File: config.mk
export PLATFORM = sky130hd
export DESIGN_NAME = cd_rx_des
export DESIGN_NICKNAME = d
export VERILOG_FILES = /design/src/rtl/cd_rx_des.sv
export SDC_FILE = /design/constraint.sdc
export NUM_CORES = 1
export LEC_CHECK = 0
export BUFFER_PORTS_ARGS = -buffer_cell sky130_fd_sc_hd__buf_2
export CAP_MARGIN = 20
export CORE_MARGIN = 2
export CORE_UTILIZATION = 65
export CTS_BUF_LIST = sky130_fd_sc_hd__clkbuf_2
export CTS_CLUSTER_DIAMETER = 100
export DETAILED_ROUTE_END_ITERATION = 7
export GPL_TIMING_DRIVEN = 0
export HOLD_SLACK_MARGIN = 0.03
export PLACE_DENSITY_LB_ADDON = 0.08
export SYNTH_ARGS = -nofsm -noshare
export SYNTH_HDL_FRONTEND = slang
export SYNTH_SLANG_ARGS = --single-unit
File: constraint.sdc
create_clock -name clk -period 4.7 [get_ports clk]
set_clock_uncertainty 0.05 [all_clocks]
set_input_delay 0.94 -clock clk [delete_from_list [all_inputs] [get_ports clk]]
set_output_delay 0.94 -clock clk [all_outputs]
set_load 0.02 [all_outputs]
File: src/rtl/cd_rx_des.sv
// cd_rx_des: asynchronous serial byte receiver with bus-idle qualification and CRC-16/MODBUS.
//
// Frames are sequences of 8N1 bytes (start bit low, 8 data bits LSB first, stop bit high).
// The first byte of a frame runs at the low-speed bit period and later bytes at the
// high-speed period. The bus must be high for idle_wait_len low-speed bit times before
// a new frame is accepted.
//
// Ports:
//   clk             system clock, all state on the rising edge
//   reset_n         asynchronous active-low reset
//   rx              raw bus line, asynchronous to clk, idle high
//   period_ls       clocks per bit minus 1, low-speed (first byte of a frame)
//   period_hs       clocks per bit minus 1, high-speed (later bytes of a frame)
//   idle_wait_len   low-speed bit times of high rx that declare the bus idle (0 acts as 1)
//   force_wait_idle one-cycle pulse: abandon the frame and re-qualify idle
//   bus_idle        high while the bus is idle
//   data            last received byte, held until the next byte
//   data_clk        one-cycle strobe, data valid
//   crc_data        running CRC over the bytes of the current frame, including data
//   frame_err       one-cycle pulse on false start or bad stop bit
module cd_rx_des (
  input  logic        clk,
  input  logic        reset_n,
  input  logic        rx,
  input  logic [15:0] period_ls,
  input  logic [15:0] period_hs,
  input  logic [7:0]  idle_wait_len,
  input  logic        force_wait_idle,
  output logic        bus_idle,
  output logic [7:0]  data,
  output logic        data_clk,
  output logic [15:0] crc_data,
  output logic        frame_err
);

  localparam logic [2:0] StWaitIdle = 3'd0;
  localparam logic [2:0] StIdle     = 3'd1;
  localparam logic [2:0] StStart    = 3'd2;
  localparam logic [2:0] StData     = 3'd3;
  localparam logic [2:0] StStop     = 3'd4;

  localparam logic [15:0] CrcInit = 16'hFFFF;
  localparam logic [15:0] CrcPoly = 16'hA001;

  // Synchronizer plus one history flop for edge detection.
  logic rx_meta_q, rxs_q, rxs_prev_q;

  logic [2:0]  state_q, state_d;
  // Up-counter within a bit time in StWaitIdle; down-counter to the sample point elsewhere.
  logic [15:0] cnt_q, cnt_d;
  // Idle bit times in StWaitIdle; data bit index in StData.
  logic [7:0]  bit_cnt_q, bit_cnt_d;
  logic [8:0]  byte_idx_q, byte_idx_d;
  logic [7:0]  shreg_q, shreg_d;
  logic [15:0] crc_q, crc_d;
  logic [7:0]  data_q, data_d;
  logic        data_clk_q, data_clk_d;
  logic        frame_err_q, frame_err_d;
  // Falling edge seen in the same cycle the idle count expired; start on the next cycle.
  logic        pend_q, pend_d;

  logic        fall;
  logic [15:0] period;
  logic [7:0]  idle_len;
  logic        idle_done;
  logic [15:0] crc_bit;

  assign fall     = rxs_prev_q & ~rxs_q;
  assign period   = (byte_idx_q == 9'd0) ? period_ls : period_hs;
  assign idle_len = (idle_wait_len == 8'd0) ? 8'd1 : idle_wait_len;
  // Last clock of the last required idle bit time. Only reachable with rxs high on the
  // previous cycle, so a low rxs here is necessarily a falling edge.
  assign idle_done = (cnt_q == period_ls) && (bit_cnt_q == idle_len - 8'd1);
  assign crc_bit  = {1'b0, crc_q[15:1]} ^ ((crc_q[0] ^ rxs_q) ? CrcPoly : 16'h0000);

  always_ff @(posedge clk or negedge reset_n) begin
    if (!reset_n) begin
      rx_meta_q  <= 1'b1;
      rxs_q      <= 1'b1;
      rxs_prev_q <= 1'b1;
    end else begin
      rx_meta_q  <= rx;
      rxs_q      <= rx_meta_q;
      rxs_prev_q <= rxs_q;
    end
  end

  always_comb begin
    state_d     = state_q;
    cnt_d       = cnt_q;
    bit_cnt_d   = bit_cnt_q;
    byte_idx_d  = byte_idx_q;
    shreg_d     = shreg_q;
    crc_d       = crc_q;
    data_d      = data_q;
    data_clk_d  = 1'b0;
    frame_err_d = 1'b0;
    pend_d      = 1'b0;

    if (force_wait_idle) begin
      state_d    = StWaitIdle;
      cnt_d      = 16'd0;
      bit_cnt_d  = 8'd0;
      byte_idx_d = 9'd0;
      crc_d      = CrcInit;
    end else begin
      case (state_q)
        StWaitIdle: begin
          if (idle_done) begin
            state_d   = StIdle;
            pend_d    = fall;
            cnt_d     = 16'd0;
            bit_cnt_d = 8'd0;
          end else if (fall && (byte_idx_q != 9'd0)) begin
            // Start bit of the next byte of the current frame.
            state_d   = StStart;
            cnt_d     = period >> 1;
            bit_cnt_d = 8'd0;
          end else if (!rxs_q) begin
            cnt_d     = 16'd0;
            bit_cnt_d = 8'd0;
          end else if (cnt_q == period_ls) begin
            cnt_d     = 16'd0;
            bit_cnt_d = bit_cnt_q + 8'd1;
          end else begin
            cnt_d = cnt_q + 16'd1;
          end
        end

        StIdle: begin
          crc_d      = CrcInit;
          byte_idx_d = 9'd0;
          bit_cnt_d  = 8'd0;
          if (fall || pend_q) begin
            state_d = StStart;
            cnt_d   = period_ls >> 1;
          end
        end

        StStart: begin
          if (cnt_q == 16'd0) begin
            bit_cnt_d = 8'd0;
            if (rxs_q) begin
              frame_err_d = 1'b1;
              state_d     = StWaitIdle;
              byte_idx_d  = 9'd0;
            end else begin
              state_d = StData;
              cnt_d   = period;
            end
          end else begin
            cnt_d = cnt_q - 16'd1;
          end
        end

        StData: begin
          if (cnt_q == 16'd0) begin
            shreg_d = {rxs_q, shreg_q[7:1]};
            crc_d   = crc_bit;
            cnt_d   = period;
            if (bit_cnt_q == 8'd7) begin
              state_d   = StStop;
              bit_cnt_d = 8'd0;
            end else begin
              bit_cnt_d = bit_cnt_q + 8'd1;
            end
          end else begin
            cnt_d = cnt_q - 16'd1;
          end
        end

        StStop: begin
          if (cnt_q == 16'd0) begin
            state_d   = StWaitIdle;
            cnt_d     = 16'd0;
            bit_cnt_d = 8'd0;
            if (rxs_q) begin
              data_d     = shreg_q;
              data_clk_d = 1'b1;
              if (byte_idx_q != 9'd511) begin
                byte_idx_d = byte_idx_q + 9'd1;
              end
            end else begin
              // Frame is abandoned: a fresh idle qualification is needed before the next one.
              frame_err_d = 1'b1;
              byte_idx_d  = 9'd0;
            end
          end else begin
            cnt_d = cnt_q - 16'd1;
          end
        end

        default: begin
          state_d   = StWaitIdle;
          cnt_d     = 16'd0;
          bit_cnt_d = 8'd0;
        end
      endcase
    end
  end

  always_ff @(posedge clk or negedge reset_n) begin
    if (!reset_n) begin
      state_q     <= StWaitIdle;
      cnt_q       <= 16'd0;
      bit_cnt_q   <= 8'd0;
      byte_idx_q  <= 9'd0;
      shreg_q     <= 8'd0;
      crc_q       <= CrcInit;
      data_q      <= 8'd0;
      data_clk_q  <= 1'b0;
      frame_err_q <= 1'b0;
      pend_q      <= 1'b0;
    end else begin
      state_q     <= state_d;
      cnt_q       <= cnt_d;
      bit_cnt_q   <= bit_cnt_d;
      byte_idx_q  <= byte_idx_d;
      shreg_q     <= shreg_d;
      crc_q       <= crc_d;
      data_q      <= data_d;
      data_clk_q  <= data_clk_d;
      frame_err_q <= frame_err_d;
      pend_q      <= pend_d;
    end
  end

  assign bus_idle  = (state_q == StIdle);
  assign data      = data_q;
  assign data_clk  = data_clk_q;
  assign crc_data  = crc_q;
  assign frame_err = frame_err_q;

endmodule

==> impl_metrics.csv, run 1 <==
group,metric,value,unit
grt,grt_pass1_wl,22600,um
synth,yosysMostFrequentCell,"nand2_1",
finish,synthToLayoutAreaGrowth,12.7,%
setup_path,cp.arrival,4.21,ns
timing,tightestPinTransition,0.858,ns
detailed_routing,wire_per_inst,19.1,um
pwr,p_leak,2.36,nW
clock_tree,cts_tree,"built",
pwr,power.switching,0.340,mW
min_path,min_path_type,"in2async",
clock_tree,cts_root_buf,"clkbuf_2",
synth,syn_area_per_cell,9.05,um^2
pwr,cellPowerDensity,212,nW/um^2
grt,grtUsageTotal,33.9,%
pwr,clock_power_share,35.1,%
timing,fin_crit,3.84,ns
clock_tree,hold_buffers,0,
synth,yosys-top-cells-count,"nand2_1 (56), dfrtp_1 (55), xnor2_1 (37)",
finish,nets,698,
die,boundaryPins,71,
setup_path,endpoint_kind,"flip-flop",
detailed_routing,vias_per_cell,6.49,
synth,synth_nets,615,
setup_path,crit_start,"idle_wait_len[2]",
flow_run,max-cap-violations,0,
setup_path,reg2reg_from,"cnt_q[10]",
synth,ys_seq_area_share,36.8,%
die,std_cell_rows,32,
synth,yosys_register_bits,74,
setup_path,rr_worst_depth,10,
synth,syn_inst,563,
grt,grt_max_degree,39,
detailed_routing,route.detailed.drc,0,
clock_tree,htreeDepth,3,
timing,fin_setup_tns,0,ns
pwr,vdd_drop_max,155,uV
grt,grt-ovfl-total,0,
die,die_h,92.5,um
detailed_routing,routed_wirelength,14400,um
timing,finalMaxSlewViolations,0,
detailed_routing,drt_first_pass_iters,5,
setup_path,critPathKind,"in2reg",
pwr,p_sw_share,28.0,%
pwr,internal_power,0.876,mW
timing,rsz0062_at_grt,"false",
clock_tree,ctsResizeCount,0,
synth,ys.warnings.count,0,
synth,synth_area_leader_cell,"dfrtp_1",
synth,synthTopCellsByArea,"dfrtp_1 (27%), dfstp_2 (9.8%), xnor2_1 (6.4%)",
die,core,7650,um^2
placed_design,dp_hpwl,10200,um
clock_tree,clk_pin_slew,0.23,ns
timing,fmax,260,MHz
detailed_routing,drtIter0Drc,519,
synth,netlist_area,5090,um^2
synth,ys.flop_type,"dfrtp_1",
die,dieArea,8560,um^2
synth,yosysUniqueCellTypes,67,
grt,grt_pass1_vias,4463,
synth,synthArstFlopShare,100,%
finish,fin_util,75.0,%
timing,setup_viol,0,
clock_tree,cts_buffer_depth,2,
die,start_util,66.6,%
setup_path,required,5.07,ns
synth,yosys.area.top_type_share,27.0,%
pwr,p_comb_share,11.8,%
timing,fin_crit_sh,81.7,%
setup_path,worst_setup_path_start_kind,"primary input",
clock_tree,post-cts-setup-buffers,0,
pwr,seq_power_share,53.2,%
status,status,"finished, final reports clean",
clock_tree,clock_latency,0.54,ns
clock_tree,cts_buffers,9,
clock_tree,clock-sinks,74,
grt,antenna_found_initial,0,
synth,synth_edf_count,0,
die,fp.dieW,92.5,um
timing,max_slew_margin,42.8,%
placed_design,port_buffers,70,
detailed_routing,vias,4889,
timing,hold_viol_final,0,
setup_path,path_max_fanout,10,
finish,antenna_cells,0,
finish,layout-drive-gt1-share,23.5,%
placed_design,gp_congestion,1.00,
detailed_routing,ant_nets,0,
-- layout make-up --
cell class,count,area (um^2)
fill,573,1910
timing repair buffer,72,378
clock inverter,6,90.1
sequential,74,1880
tap,102,128
inverter,21,78.8
clock buffer,10,50.0
buffer,44,229
multi-input combinational,424,2910
-- per-stage QoR --
stage / hold slack, ns / instances / instance area [um^2] / power (mW) / setup slack, ns
after global routing: 0.269 / 753 / 5740 / 1.26 / 0.719
after floorplan: 0.295 / 563 / 5090 / 0.731 / 0.965
after global placement: 0.296 / 735 / 5570 / 0.792 / 0.478
after detailed placement: 0.305 / 736 / 5590 / 0.796 / 0.360
after CTS: 0.260 / 752 / 5730 / 1.22 / 0.922
final: 0.269 / 753 / 5740 / 1.22 / 0.860
-- power groups by stage --
stage                     logic, mW  clock network, mW  registers [mW]
after floorplan              0.0752                  0           0.656
after global placement        0.135                  0           0.656
after detailed placement      0.140                  0           0.656
after CTS                     0.140              0.432           0.646
after global routing          0.156              0.455           0.647
final                         0.143              0.427           0.646
-- cell families after synthesis --
| kind of cell | Yosys count | synth area share [%] |
|---|---|---|
| AOI/OAI and AO/OA | 150 | 21.3 |
| and+or+nand+nor | 188 | 19.2 |
| DFF | 74 | 36.8 |
| muxes | 30 | 6.41 |
| adders and majority gates | 8 | 1.97 |
| buffers and inverters | 65 | 6.04 |
| xor gates and xnor gates | 48 | 8.25 |
-- layout by cell type, fill, tap and decap left out, types with 3 or more instances in the layout --
master | netlist | routed
buf_2 | 6 | 76
nand2_1 | 56 | 56
dfrtp_1 | 55 | 55
xnor2_1 | 37 | 37
nor2_1 | 31 | 31
clkbuf_1 | 30 | 30
o21ai_0 | 29 | 29
inv_1 | 21 | 21
a22oi_1 | 20 | 20
dfstp_2 | 19 | 19
a21oi_1 | 18 | 18
nor3_1 | 17 | 17
o22a_1 | 16 | 16
mux2i_1 | 15 | 15
nand3_1 | 14 | 14
o221ai_1 | 14 | 14
mux2_2 | 13 | 13
xor2_1 | 11 | 11
and3_1 | 10 | 10
clkbuf_2 | 0 | 10
o211ai_1 | 9 | 9
nand4_1 | 9 | 9
or4_1 | 8 | 8
ha_1 | 8 | 8
nor4_1 | 7 | 7
or3_1 | 7 | 7
a31oi_1 | 7 | 7
a211oi_1 | 6 | 6
nor4b_1 | 5 | 5
buf_6 | 5 | 5
nor2b_1 | 4 | 4
o22ai_1 | 4 | 4
or2_2 | 4 | 4
buf_4 | 2 | 3
o21ai_1 | 3 | 3
-- critical path, stage by stage --
cell,delay (ns)
buf_2,0.13
nor4_1,0.57
a21oi_1,0.22
ha_1,0.34
o21a_1,0.21
or3b_2,0.47
a211o_1,0.36
o31a_1,0.38
nand2_1,0.13
buf_2,0.28
o221ai_1,0.16
-- sequential cells by signal, summed over array words and instances (netlist names) --
name,cells
rxs_q,1
frame_err,1
byte_idx_q,9
shreg_q,8
rx_meta_q,1
crc_data,16
pend_q,1
rxs_prev_q,1
data_clk,1
cnt_q,16
bit_cnt_q,8
state_q,3
data,8
-- path summary, 6_finish.rpt --
path / endpoint / slack (ns)
max: cnt_q[4] / 0.86
min: cnt_q[1] / 0.27
max reg2reg: cnt_q[15] / 1.40
min reg2reg: rxs_prev_q / 0.32
max in group asynchronous: crc_data[0] / 3.70
min in group clk: rxs_prev_q / 0.32
-- per-layer routing --
layer	global-route usage [%]	vias to the layer above	routed length [um]
met5	0	-	0
met4	12.7	0	366
met3	5.21	38	1120
met2	53.7	254	6850
met1	47.4	2349	6020
li1	-	2248	-
(Power assumes the default switching activity.)
==> run 2, diff against run 1 <==
Settings changed: ABC_AREA set to 1, CORE_UTILIZATION 65 to 55.
Clock period 4.7 ns to 3.05 ns, I/O delays scaled along.
==> impl_metrics.csv, run 2 <==
group,metric,value,unit
finish,nFillCells,1057,
clock_tree,cts_tree,"built",
clock_tree,htreeDepth,3,
flow_run,max-cap-violations,0,
synth,yosys-top-cells-count,"nand2_1 (277), inv_1 (98), nor2_1 (84)",
clock_tree,clock-sinks,74,
synth,synth_nets,918,
synth,synth_edf_count,0,
die,boundaryPins,71,
setup_path,cp_slowest_stage_delay,0.40,ns
setup_path,crit_chain,"inv_1 -> ha_1 -> nand2_1 -> nor3_1 -> nand2_2 -> inv_2 -> nor2_2 -> inv_4 -> nand4_1 -> nand2_2 -> nor2_2 -> nand3_1 -> nand2_1",
synth,yosysMostFrequentCell,"nand2_1",
placed_design,port_buffers,69,
grt,grt-ovfl-total,0,
finish,antenna_cells,0,
detailed_routing,routed_wirelength,16900,um
die,core,10300,um^2
setup_path,crit_path_top_delay_cell,"dfrtp_1",
timing,fin_crit_sh,83.9,%
setup_path,endpoint_kind,"flip-flop",
grt,grt_pass1_wl,27400,um
pwr,cellPowerDensity,758,nW/um^2
synth,yosys.area.top_type_share,23.8,%
timing,finalMaxSlewViolations,0,
synth,synthArstFlopShare,100,%
timing,fin_hold_ws,0.0948,ns
pwr,p_total,4.90,mW
timing,fin_crit,2.56,ns
clock_tree,ctsResizeCount,0,
setup_path,required,3.51,ns
pwr,p_leak,3.37,nW
synth,netlist_area,5780,um^2
grt,grt_pass1_vias,5595,
pwr,vdd_drop_max,379,uV
setup_path,path_max_fanout,10,
detailed_routing,drt_first_pass_iters,6,
clock_tree,clock_latency,0.57,ns
synth,synth.area.mux_share,0,%
synth,synth_adder_area_share,1.73,%
timing,max_slew_margin,54.5,%
synth,yosysUniqueCellTypes,44,
synth,syn_inst,866,
synth,synthTopCellsByArea,"dfrtp_1 (24%), nand2_1 (18%), dfstp_2 (8.6%)",
synth,yosys_register_bits,74,
finish,synthToLayoutAreaGrowth,11.7,%
synth,synth_top_family_by_area,"simple AND/OR/NAND/NOR gates",
finish,nets,1000,
die,fp.dieW,107,um
setup_path,cp.arrival,3.02,ns
grt,grt_max_degree,64,
synth,synth_area_leader_cell,"dfrtp_1",
grt,grtUsageTotal,30.6,%
timing,fmax,391,MHz
timing,setup_viol,0,
clock_tree,clk_pin_slew,0.25,ns
detailed_routing,ant_nets,0,
clock_tree,cts_buffers,9,
finish,final_common_cell,"nand2_1",
detailed_routing,vias,6089,
timing,hold_viol_final,0,
min_path,min_path_type,"in2reg",
synth,ys.warnings.count,0,
grt,antenna_found_initial,0,
synth,synth_compound_area_share,11.9,%
timing,tightestPinTransition,0.682,ns
die,dieArea,11400,um^2
finish,final_cell_mix,"nand2_1 (277), inv_1 (98), nor2_1 (84)",
synth,yosys.area_share.xor_xnor,4.54,%
detailed_routing,drtIter0Drc,572,
die,die_h,107,um
clock_tree,cts_buffer_depth,2,
synth,ys.flop_type,"dfrtp_1",
synth,synthSimpleGateAreaFrac,38.5,%
timing,rsz0062_at_grt,"false",
setup_path,critPathKind,"reg2reg",
placed_design,gp_congestion,0.958,
detailed_routing,vias_per_cell,5.59,
placed_design,dp_hpwl,12600,um
die,std_cell_rows,37,
synth,syn_area_per_cell,6.68,um^2
detailed_routing,wire_per_inst,15.6,um
synth,ys_seq_area_share,32.4,%
clock_tree,hold_buffers,1,
clock_tree,post-cts-setup-buffers,0,
finish,layout-drive-gt1-share,20.6,%
status,status,"finished, final reports clean",
clock_tree,cts_root_buf,"clkbuf_2",
setup_path,r2r_slack,0.49,ns
detailed_routing,route.detailed.drc,0,
setup_path,worst_setup_path_start_kind,"flip-flop",
die,start_util,56.3,%
## run 2: layout make-up
cell class              instances  area (um^2)  area share [%]
plain buffers                  31          199            3.08
flip-flops and latches         74         1880            29.0
repair buffers                 71          385            5.97
multi-input cells             647         3280            50.8
clock inverters                 7         75.1            1.16
well taps                     136          170            2.63
inverters                     114          430            6.66
clock buffers                   9         45.0           0.697
## run 2: path summary, 6_finish.rpt
| path | from | endpoint | cells after the start |
|---|---|---|---|
| max reg2reg | byte_idx_q[0] | bit_cnt_q[6] | 13 |
| min reg2reg | rx_meta_q | rxs_q | 0 |
| max | byte_idx_q[0] | bit_cnt_q[6] | 13 |
| min in group asynchronous | reset_n | cnt_q[15] | 2 |
| max in group asynchronous | reset_n | crc_data[2] | 3 |
| min | rx | rx_meta_q | 1 |
## run 2: layer usage
metal,global-route usage [%],share of wire [%]
met5,0,0
met4,13.3,2.9
met3,5.76,8.2
met2,47.0,45
met1,42.3,44
## run 2: critical path: cells and delay by family, from the launching register on
kind                       cells  cell delay [ns]
buffers and inverters          3             0.41
DFF                            1             0.40
and+or+nand+nor                9             1.43
adders and majority gates      1             0.20
## run 2: per-stage QoR
stage / std cells / setup slack [ns] / TNS, ns / utilization, % / area [um^2]
floorplan: 866 / 0.470 / 0 / - / 5780
global placement: 1071 / -0.00477 / -0.00477 / 61.3 / 6300
detailed placement: 1072 / -0.0547 / -0.513 / 61.6 / 6330
CTS: 1089 / 0.530 / 0 / 62.9 / 6460
global route: 1089 / 0.327 / 0 / 62.9 / 6460
finish: 1089 / 0.492 / 0 / 62.9 / 6460
## run 2: cell families after synthesis
| logic type | after synthesis |
|---|---|
| and+or+nand+nor | 497 |
| buffers and inverters | 145 |
| AOI/OAI and AO/OA | 112 |
| DFF | 74 |
| xor gates and xnor gates | 30 |
| adders and majority gates | 8 |
## run 2: where the power goes
group | total (mW) | internal, mW | switching [mW]
clock | 0.614 | 0.198 | 0.416
sequential | 1.28 | 1.16 | 0.115
combinational | 3.01 | 0.981 | 2.03
total | 4.90 | 2.34 | 2.56
